===== config.mk =====
export PLATFORM = sky130hd
export DESIGN_NAME = ula_resultado_bcd
export DESIGN_NICKNAME = d
export VERILOG_FILES = /design/src/rtl/ula_resultado_bcd.sv
export SDC_FILE = /design/constraint.sdc
export NUM_CORES = 1
export LEC_CHECK = 0
export ABC_CLOCK_PERIOD_IN_PS = 3250
export CAP_MARGIN = 10
export CORE_MARGIN = 2
export CORE_UTILIZATION = 30
export DETAILED_ROUTE_END_ITERATION = 10
export PLACE_DENSITY_LB_ADDON = 0.1
export SYNTH_ARGS = -nofsm -noshare
export SYNTH_HDL_FRONTEND = slang
export SYNTH_SLANG_ARGS = --single-unit

===== constraint.sdc =====
create_clock -name clock -period 3.25 [get_ports clock]
set_clock_uncertainty 0.1 [all_clocks]
set_input_delay 0.4875 -clock clock [delete_from_list [all_inputs] [get_ports clock]]
set_output_delay 0.4875 -clock clock [all_outputs]
set_load 0.03 [all_outputs]

===== src/rtl/ula_resultado_bcd.sv =====
// ULA result stage: captures one ALU result and converts it to packed BCD
// with a bit-serial shift-add-3 engine, holding the digits for the display.
module ula_resultado_bcd #(
  parameter int         DATA_W = 8,
  parameter int         NDIG   = 3,
  parameter logic [2:0] SUB_OP = 3'b001
) (
  input  logic                clock,
  input  logic                reset,
  input  logic                start,
  input  logic [DATA_W-1:0]   resultado,
  input  logic                carry,
  input  logic [2:0]          opcode,
  output logic                ready,
  output logic                busy,
  output logic                done,
  output logic [4*NDIG-1:0]   bcd,
  output logic                negativo,
  output logic                carry_q
);

  localparam int SR_W  = 4*NDIG + DATA_W;
  localparam int CNT_W = $clog2(DATA_W + 1);

  typedef enum logic [1:0] {
    IDLE,
    SHIFT,
    DONE
  } state_t;

  state_t            state;
  state_t            state_nxt;
  logic [SR_W-1:0]   sreg;
  logic [SR_W-1:0]   sreg_adj;
  logic [SR_W-1:0]   sreg_step;
  logic [CNT_W-1:0]  count;
  logic              neg_q;
  logic              cy_q;
  logic              neg_in;
  logic [DATA_W-1:0] mag;
  logic              accept;
  logic              last_shift;

  assign accept     = (state == IDLE) && start;
  assign last_shift = (state == SHIFT) &&
                      (count == CNT_W'(DATA_W - 1));

  // Subtraction results with the MSB set are shown as a negative magnitude
  always_comb begin
    neg_in = (opcode == SUB_OP) && resultado[DATA_W-1];
    mag    = resultado;
    if (neg_in)
      mag = ~resultado + DATA_W'(1);
  end

  // Digits only, never the binary tail; no carry crosses a digit boundary
  always_comb begin
    sreg_adj = sreg;
    for (int d = 0; d < NDIG; d++) begin
      if (sreg[DATA_W+4*d +: 4] >= 4'd5)
        sreg_adj[DATA_W+4*d +: 4] = sreg[DATA_W+4*d +: 4] + 4'd3;
    end
    sreg_step = sreg_adj << 1;
  end

  always_ff @(posedge clock or posedge reset) begin
    if (reset)
      state <= IDLE;
    else
      state <= state_nxt;
  end

  always_comb begin
    state_nxt = state;
    unique case (state)
      IDLE:    if (start)      state_nxt = SHIFT;
      SHIFT:   if (last_shift) state_nxt = DONE;
      DONE:                    state_nxt = IDLE;
      default:                 state_nxt = IDLE;
    endcase
  end

  always_comb begin
    ready = 1'b0;
    busy  = 1'b0;
    done  = 1'b0;
    unique case (state)
      IDLE:  ready = 1'b1;
      SHIFT: busy  = 1'b1;
      DONE: begin
        busy = 1'b1;
        done = 1'b1;
      end
      default: ready = 1'b0;
    endcase
  end

  // Held outputs move only when a conversion finishes
  always_ff @(posedge clock or posedge reset) begin
    if (reset) begin
      sreg     <= '0;
      count    <= '0;
      neg_q    <= 1'b0;
      cy_q     <= 1'b0;
      bcd      <= '0;
      negativo <= 1'b0;
      carry_q  <= 1'b0;
    end else if (accept) begin
      sreg  <= {{(4*NDIG){1'b0}}, mag};
      count <= '0;
      neg_q <= neg_in;
      cy_q  <= carry;
    end else if (state == SHIFT) begin
      sreg  <= sreg_step;
      count <= count + CNT_W'(1);
      if (last_shift) begin
        bcd      <= sreg_step[SR_W-1:DATA_W];
        negativo <= neg_q;
        carry_q  <= cy_q;
      end
    end
  end

endmodule


# == Word-level counts from Yosys, hierarchy flattened ==
# Cells that the tools add are included.
# classes
eq_ne,6
add_sub_neg,5
n_lt_le_gt_ge,3
bitwise,2
mux,14
reduce_logical,8
# ops
operator,n
$mux 20,2
$mux 4,4
$ge 4x3->1 const B,3
$add 4x2->4 const B,2
$add 8x1->8 const B,1
$mux 8,1
$not 8->8,1
$add 4x1->4 const B,1
$eq 4x3->1 const B,1
$mux 2,2
$ne 2x2->1 const B,2
$pmux 2 s2,1
$add 3x2->3 const B,1
$eq 3x1->1 const B,1
$logic_and 1x1->1,3
$mux 1,3
$mux 3,1
$reduce_and 3->1,1
$eq 2x1->1 const B,1
$eq 2x2->1 const B,1
$logic_not 2->1,1
$reduce_and 2->1,1
$reduce_bool 2->1,1
$reduce_or 2->1,1
$not 1->1,1
# word_totals
regBits,42
wordCells,46
inputBits,15
output_inout_bits,17

# == Depth between registers and ports, before layout ==
# logic_depth
ltp_word,4
depth_mapped,7
ltp_nobuf,6

# == Worst setup path before layout ==
# Ideal clock, no wire load.
# synth_path
path_type,flip-flop to flip-flop
start,register state[0]
end,register bcd[0]
setup_ns,0.125
setup_slack_ns,1.534
n_path_buf,0
period_less_slack_ns,1.716
arrival_time_ns,1.491
path_stages_with_launch,6
required_time_ns,3.025
path_cell_list,dfrtp_1 -> inv_1 -> ha_1 -> nand2_1 -> nand4_2 -> mux2_2
# synth_via
elab_chain_cells,4
word_cells_on_any_way,6
cone_classes,eq/ne: 1; bitwise: 1; reduce/logical: 4
# synth_lines
element,line_no,source
start: declaration,31,state_t state;
start signal: assignment,70,state <= state_nxt;
$logic_not 2->1,44,assign accept = (state == IDLE) && start;
$logic_and 1x1->1,44,
$not 1->1 (no line),-,
$reduce_and 3->1 (no line) (*),-,
end signal: assignment,117,bcd <= sreg_step[SR_W-1:DATA_W];
end: declaration,17,"output logic [4*NDIG-1:0] bcd,"
# Every way passes the cells marked *; elsewhere a longest branch is shown, timed or not.
# A chain may end at the register's enable or synchronous reset.

# == Worst setup path after layout ==
# layout_path
start,register state[1]
end,output port ready
# layout_via
elab_chain_cells,2
# layout_lines
element,line_no,source
$logic_not 2->1,87,unique case (state)
$mux 1,87,
end: declaration,14,"output logic ready,"
# Every way passes these cells.

==> results by group <==
Power
  – Gate power share: 0.494
  – Switching power: 976 uW
  – Power Internal: 1390 uW
  – Peak supply drop: 462 uV
  – PwrDens: 855 nW/um^2
  – Flop pwr share: 0.359
  – Leak: 0.00119 uW
  – Sw Ratio: 0.413
  – Clock network fraction of total power: 0.147

Worst setup path
  – R2r worst-path depth: 6
  – Worst Path Required: 2660 ps
  – Kind of critical path: flip-flop to output port
  – FF-to-FF Start: state[0]
  – FF-to-FF setup slack: 1110 ps
  – Capturing point of the worst reg2reg path: bcd[0]
  – CP max FO: 4
  – Worst Setup SP: state[1]
  – Arrival time at the worst endpoint: 1700 ps
  – CP endpoint kind: output port
  – Worst Setup Start Kind: flip-flop

Synthesis
  – Syn nets: 260
  – Yosys cell types: 36
  – Cells after synthesis: 233
  – Syn. warnings: 0
  – Synth Area in Compound Gates: 0.165
  – Proportion of synthesized area in mux cells: 0.0521
  – Xor-xnor portion of the synthesized cell area: 0.0427
  – #FFs+latches synth: 42
  – Post-synthesis sequential area ratio: 0.465
  – Synth Area in Simple Gates: 0.158
  – Post-Synth Adder-Cell Area: 0.0665
  – Avg Cell Area, Syn: 9.69 um^2
  – Main combinational cell family by area after synthesis: compound AO/OA/AOI/OAI gates
  – Syn Std Cell Area: 2260 um^2

Drt
  – Average wire per standard cell: 12.2 um
  – Antenna viol nets, final: 0
  – First-pass DRT Iterations: 4
  – # DRC: 0
  – Total vias in the final route: 1698
  – Final wirelength: 4450 um
  – Number of DRC markers in iteration 0: 37
  – Via density: 4.65

Global route
  – GRT overflow: 0
  – Vias in the first global route: 1624
  – Initial antenna violation count: 0
  – All-Layer GR Usage: 0.116
  – First-pass GRT wire length: 7750 um
  – Largest net degree at the start of global routing: 43

Clocking
  – Post-CTS Setup Bufs: 0
  – TritonCTS Sinks: 42
  – Clock Latency Late Sink: 290 ps
  – CTS buffer count: 5
  – Hold Buf Count CTS: 0
  – CTS tree: done
  – Root Buffer: clkbuf_8
  – H-tree depth: 2
  – Clock Tree Buf Depth: 2
  – Cts repair resizes: 0
  – Clock Pin Slew Worst Setup and Hold Paths: 80 ps

Floorplan
  – Starting Density: 0.311
  – # IOs: 32
  – CORE AREA: 7250 um^2
  – Site row count: 31
  – Die area: 8240 um^2
  – Die width: 90.8 um
  – Die height: 90.8 um

Placement
  – Final HPWL DP: 3040 um
  – Gpl congestion: 0.765
  – I/O Buffers: 31

Final layout
  – Share of layout cells above drive strength 1: 0.0865
  – Diodes inserted: 0
  – Fillers: 766
  – Utilization after layout: 0.381
  – Area occupied by multi-input gates: 1090 um^2
  – Final nets: 292
  – Commonest non-fill, non-tap cell in the layout: dfrtp_1
  – Register area: 1050 um^2
  – Most frequent cells in the layout: 42 x dfrtp_1, 31 x clkdlybuf4s50_1, 24 x nand2_1
  – Synthesis-to-layout area growth: 22.3%

STA
  – Max Clk Rate: 437 MHz
  – Slew @ Worst Pin: 584 ps
  – Setup Viol. Count Final: 0
  – Max-slew violation count: 0
  – Max_slew headroom: 0.610
  – Hold Vio Cnt, Final: 0
  – Fin crit share: 0.704
  – RSZ-0062 raised after global routing: no
  – Final min period: 2290 ps
  – Total Neg Setup Slack: 0 ps

Hold path
  – Worst min-delay path endpoint: bcd[5]
  – Hold crit path type: flip-flop to flip-flop
  – Hold_sp: bcd[5]
  – Hold depth: 2

Outcome
  – Status: finished, final reports clean

Flow run
  – Max cap viols: 0
## registers in the layout, indices dropped and copies added (netlist names)
name	flops
bcd	12
state	2
cy_q	1
count	4
neg_q	1
sreg	20
negativo	1
carry_q	1
## per-stage QoR
| step | instance area, um^2 | hold slack, ps | total power, uW | setup slack (ps) | std cells |
|---|---|---|---|---|---|
| detailed placement | 2670 | 369 | 2030 | 841 | 357 |
| CTS | 2760 | 387 | 2390 | 931 | 365 |
| floorplan | 2260 | 342 | 1710 | 1530 | 233 |
| finish | 2760 | 380 | 2360 | 961 | 365 |
| global route | 2760 | 416 | 2580 | 839 | 365 |
| global placement | 2670 | 368 | 2030 | 863 | 357 |
## cell usage after synthesis, drive strengths merged
library cell / instances / area [um^2]
o21ai: 25 / 125
ha: 12 / 150
mux2i: 5 / 50.1
nand4: 2 / 18.8
and2b: 1 / 7.51
or3: 3 / 18.8
buf: 9 / 52.6
inv: 14 / 52.6
o22a: 1 / 8.76
a31oi: 4 / 25.0
clkbuf: 2 / 7.51
a21bo: 1 / 10.0
o211a: 1 / 10.0
mux2: 6 / 67.6
xor2: 2 / 17.5
xnor2: 9 / 78.8
nor3: 2 / 10.0
or2: 2 / 12.5
a21oi: 23 / 126
nor2b: 9 / 56.3
a211oi: 6 / 45.0
nand3b: 1 / 7.51
nor2: 9 / 33.8
a22oi: 3 / 22.5
nand2: 24 / 90.1
nand2b: 3 / 18.8
dfrtp: 42 / 1050
nand4bb: 1 / 11.3
nand3: 4 / 20.0
nor3b: 5 / 37.5
nor4b: 1 / 8.76
and2: 1 / 6.26
## layout make-up
class                      count  area share
timing repair buffer          36       0.126
clock inverter                 1     0.00181
tap                           99      0.0449
clock buffer                   7      0.0313
inverter                      14      0.0190
multi-input combinational    166       0.396
sequential                    42       0.381
## layer usage
layer | global-route usage | wire [um] | vias up
li1 | - | - | 872
met1 | 0.157 | 2270 | 783
met2 | 0.180 | 1950 | 39
met3 | 0.0267 | 168 | 4
met4 | 0.0462 | 65 | 0
met5 | 0 | 0 | -
## worst max-delay path, stage by stage (launching register included)
cell	delay (ps)
dfrtp_1	400
inv_1	120
ha_1	210
clkdlybuf4s50_1	680
## how the worst max path moves through the flow
stage	cells past startpoint	slack [ps]	to
2_1_floorplan	5	1530	bcd[0]
3_3_place_gp	5	860	carry_q
3_5_place_dp	5	840	negativo
4_1_cts	3	930	ready
5_1_grt	3	840	busy
6_report	3	960	ready
## cell families (layout without fill, tap and decap cells)
family	count (synthesis)	in the layout
AOI/OAI and AO/OA	64	64
muxes	11	11
adders and majority gates	12	12
DFF	42	42
xor gates and xnor gates	11	11
and+or+nand+nor	68	68
buffers and inverters	25	58
## power by group through the flow
stage               Sequential, uW  Clock (uW)  Combinational (uW)
floorplan                      918           0                 790
global placement               859           0                1170
detailed placement             858           0                1170
CTS                            848         366                1180
global route                   879         385                1320
finish                         848         348                1170
Power figures use the tool's default switching activity.
==> RTL edit: new RTL, same settings <==
Reset style: synchronous (`reset`), changed in 2 clocked blocks.
--- a/src/rtl/ula_resultado_bcd.sv
+++ b/src/rtl/ula_resultado_bcd.sv
@@ -63,7 +63,7 @@
     sreg_step = sreg_adj << 1;
   end
 
-  always_ff @(posedge clock or posedge reset) begin
+  always_ff @(posedge clock) begin
     if (reset)
       state <= IDLE;
     else
@@ -96,7 +96,7 @@
   end
 
   // Held outputs move only when a conversion finishes
-  always_ff @(posedge clock or posedge reset) begin
+  always_ff @(posedge clock) begin
     if (reset) begin
       sreg     <= '0;
       count    <= '0;
Formal check against the unedited RTL: differs if reset is asserted again (counterexample within 4 cycles, from zero or initial values and one cycle with reset high); with reset held inactive, the same outputs for 10 cycles.
==> RTL edit against the unedited design <==
Routed wire length rose by 2.8%; die area down 7.7%; cell area down 6.2%; worst setup slack better by 0.031 ns; global-route usage rose by 1.2 points; area after synthesis fell by 8.1%; sequential cell count unchanged; sequential share of layout area decreased by 5.6 points; via count fell by 0.35%.
Power is not compared: it rests on default switching activity, and its combinational part moved more than twofold at a synthesized area within 25%.
==> RTL edit: results (changes against the unedited design) <==
Top Registers: sreg x20, bcd x12, count x4
Crit Path Max Fanout: 4 (unchanged)
Crit path DAT: 1.67 ns (-0.03 ns)
N_diodes: 0 (unchanged)
CTS clk-pin slew, worst paths: 0.08 ns (about the same)
Cts hold-fix bufs: 0 (unchanged)
Top FF cell, synth: dfxtp_1
Crit-path leading delay family: buffers and inverters
Largest stage delay on the critical path: 0.67 ns
Final Total Pwr: 1251 uW
Final critical-path required period: 2.258 ns (-0.03112 ns)
H-tree levels: 2 (unchanged)
First-pass GRT wire length: 7776 um (+0.36%)
Avg WL per Cell: 13.22 um (+8.5%)
Dpl ws: 0.8529 ns (+0.01201 ns)
Synth top area cells: dfxtp_1 (41%), ha_1 (7.2%), a21oi_1 (5.1%)
Seq/Total Area, Yosys: 40.51% (-6.0 points)
Reg2reg setup slack: 1.13 ns (+0.02 ns)
Total iterations of the first detailed-routing run: 4 (unchanged)
Initial drt markers: 72 (+95%)
Worst hold margin: 0.3648 ns (-0.01546 ns)
Dpl hpwl: 3230 um (+6.3%)
CP max stage cell: clkdlybuf4s50_1
Clk buf depth: 2 (unchanged)
TritonCTS Buffers: 5 (unchanged)
Synthesized Nets: 264 (+1.5%)
Area after DPL: 2447 sq um (-8.3%)
Mapped Cells: 237 (+1.7%)
Vias: 1692 (-0.35%)
Gr usage total: 12.89% (+1.2 points)
Comb power: 192 uW
Async S/R FF share, synth: 0% (-100 points)
Peak supply drop: 0.2448 mV
Top-area cell type share of the netlist area: 40.51% (-6.0 points)
Pleak: 0.0008796 uW
Largest net degree at the start of global routing: 39 (-9.3%)
Layout cells sized above 1: 6.767% (-1.9 points)
Clock root cell: clkbuf_8
GP Congestion: 0.7198 (-5.8%)
# fillers: 693 (-9.5%)
Relative slew margins: 52.95% (-8.0 points)
Setup bufs post-CTS: 0 (unchanged)
Share of power burned in registers: 43.8%
Placed insts: 338 (-5.3%)
Number of global-route vias before repair: 1617 (-0.43%)
Fin nets: 292 (unchanged)
Gates resized, CTS repair: 0 (unchanged)
Register area: 840.8 sq um (-20%)
Vias per cell: 4.890 (+5.1%)
Status: finished clean
Port bufs: 31 (unchanged)
Yosys warning count: 0 (unchanged)
Top post-synthesis cells by count: dfxtp_1 (42), nor2_1 (24), a21oi_1 (21)
[RTL edit: final timing paths]
kind	end	start	cells past startpoint
hold / removal	cy_q	cy_q	2
setup reg to reg	bcd[11]	state[0]	6
hold reg to reg	cy_q	cy_q	2
setup / recovery	busy	state[1]	3
[RTL edit: cell families after synthesis]
| family | share of synthesized area (%) |
|---|---|
| fa+ha+maj | 7.233 |
| simple gates | 21.94 |
| xor+xnor | 4.641 |
| flops | 40.51 |
| mux | 5.003 |
| compound gates | 16.28 |
| buf+inv | 4.400 |
[RTL edit: routing by layer]
metal	track usage [%]	up-vias	part of all wire, %
met1	18.41	777	52
met4	3.776	0	1.4
li1	-	881	-
met3	2.844	7	2.5
met5	0	-	0
met2	19.43	27	44
[RTL edit: area by class of cell]
type / instances / share of cell area (%)
Multi-Input combinational cell: 173 / 44.15
Sequential cell: 42 / 32.46
Timing Repair Buffer: 33 / 12.56
Tap cell: 80 / 3.865
Clock buffer: 6 / 3.188
Clock inverter: 2 / 2.319
Inverter: 10 / 1.449
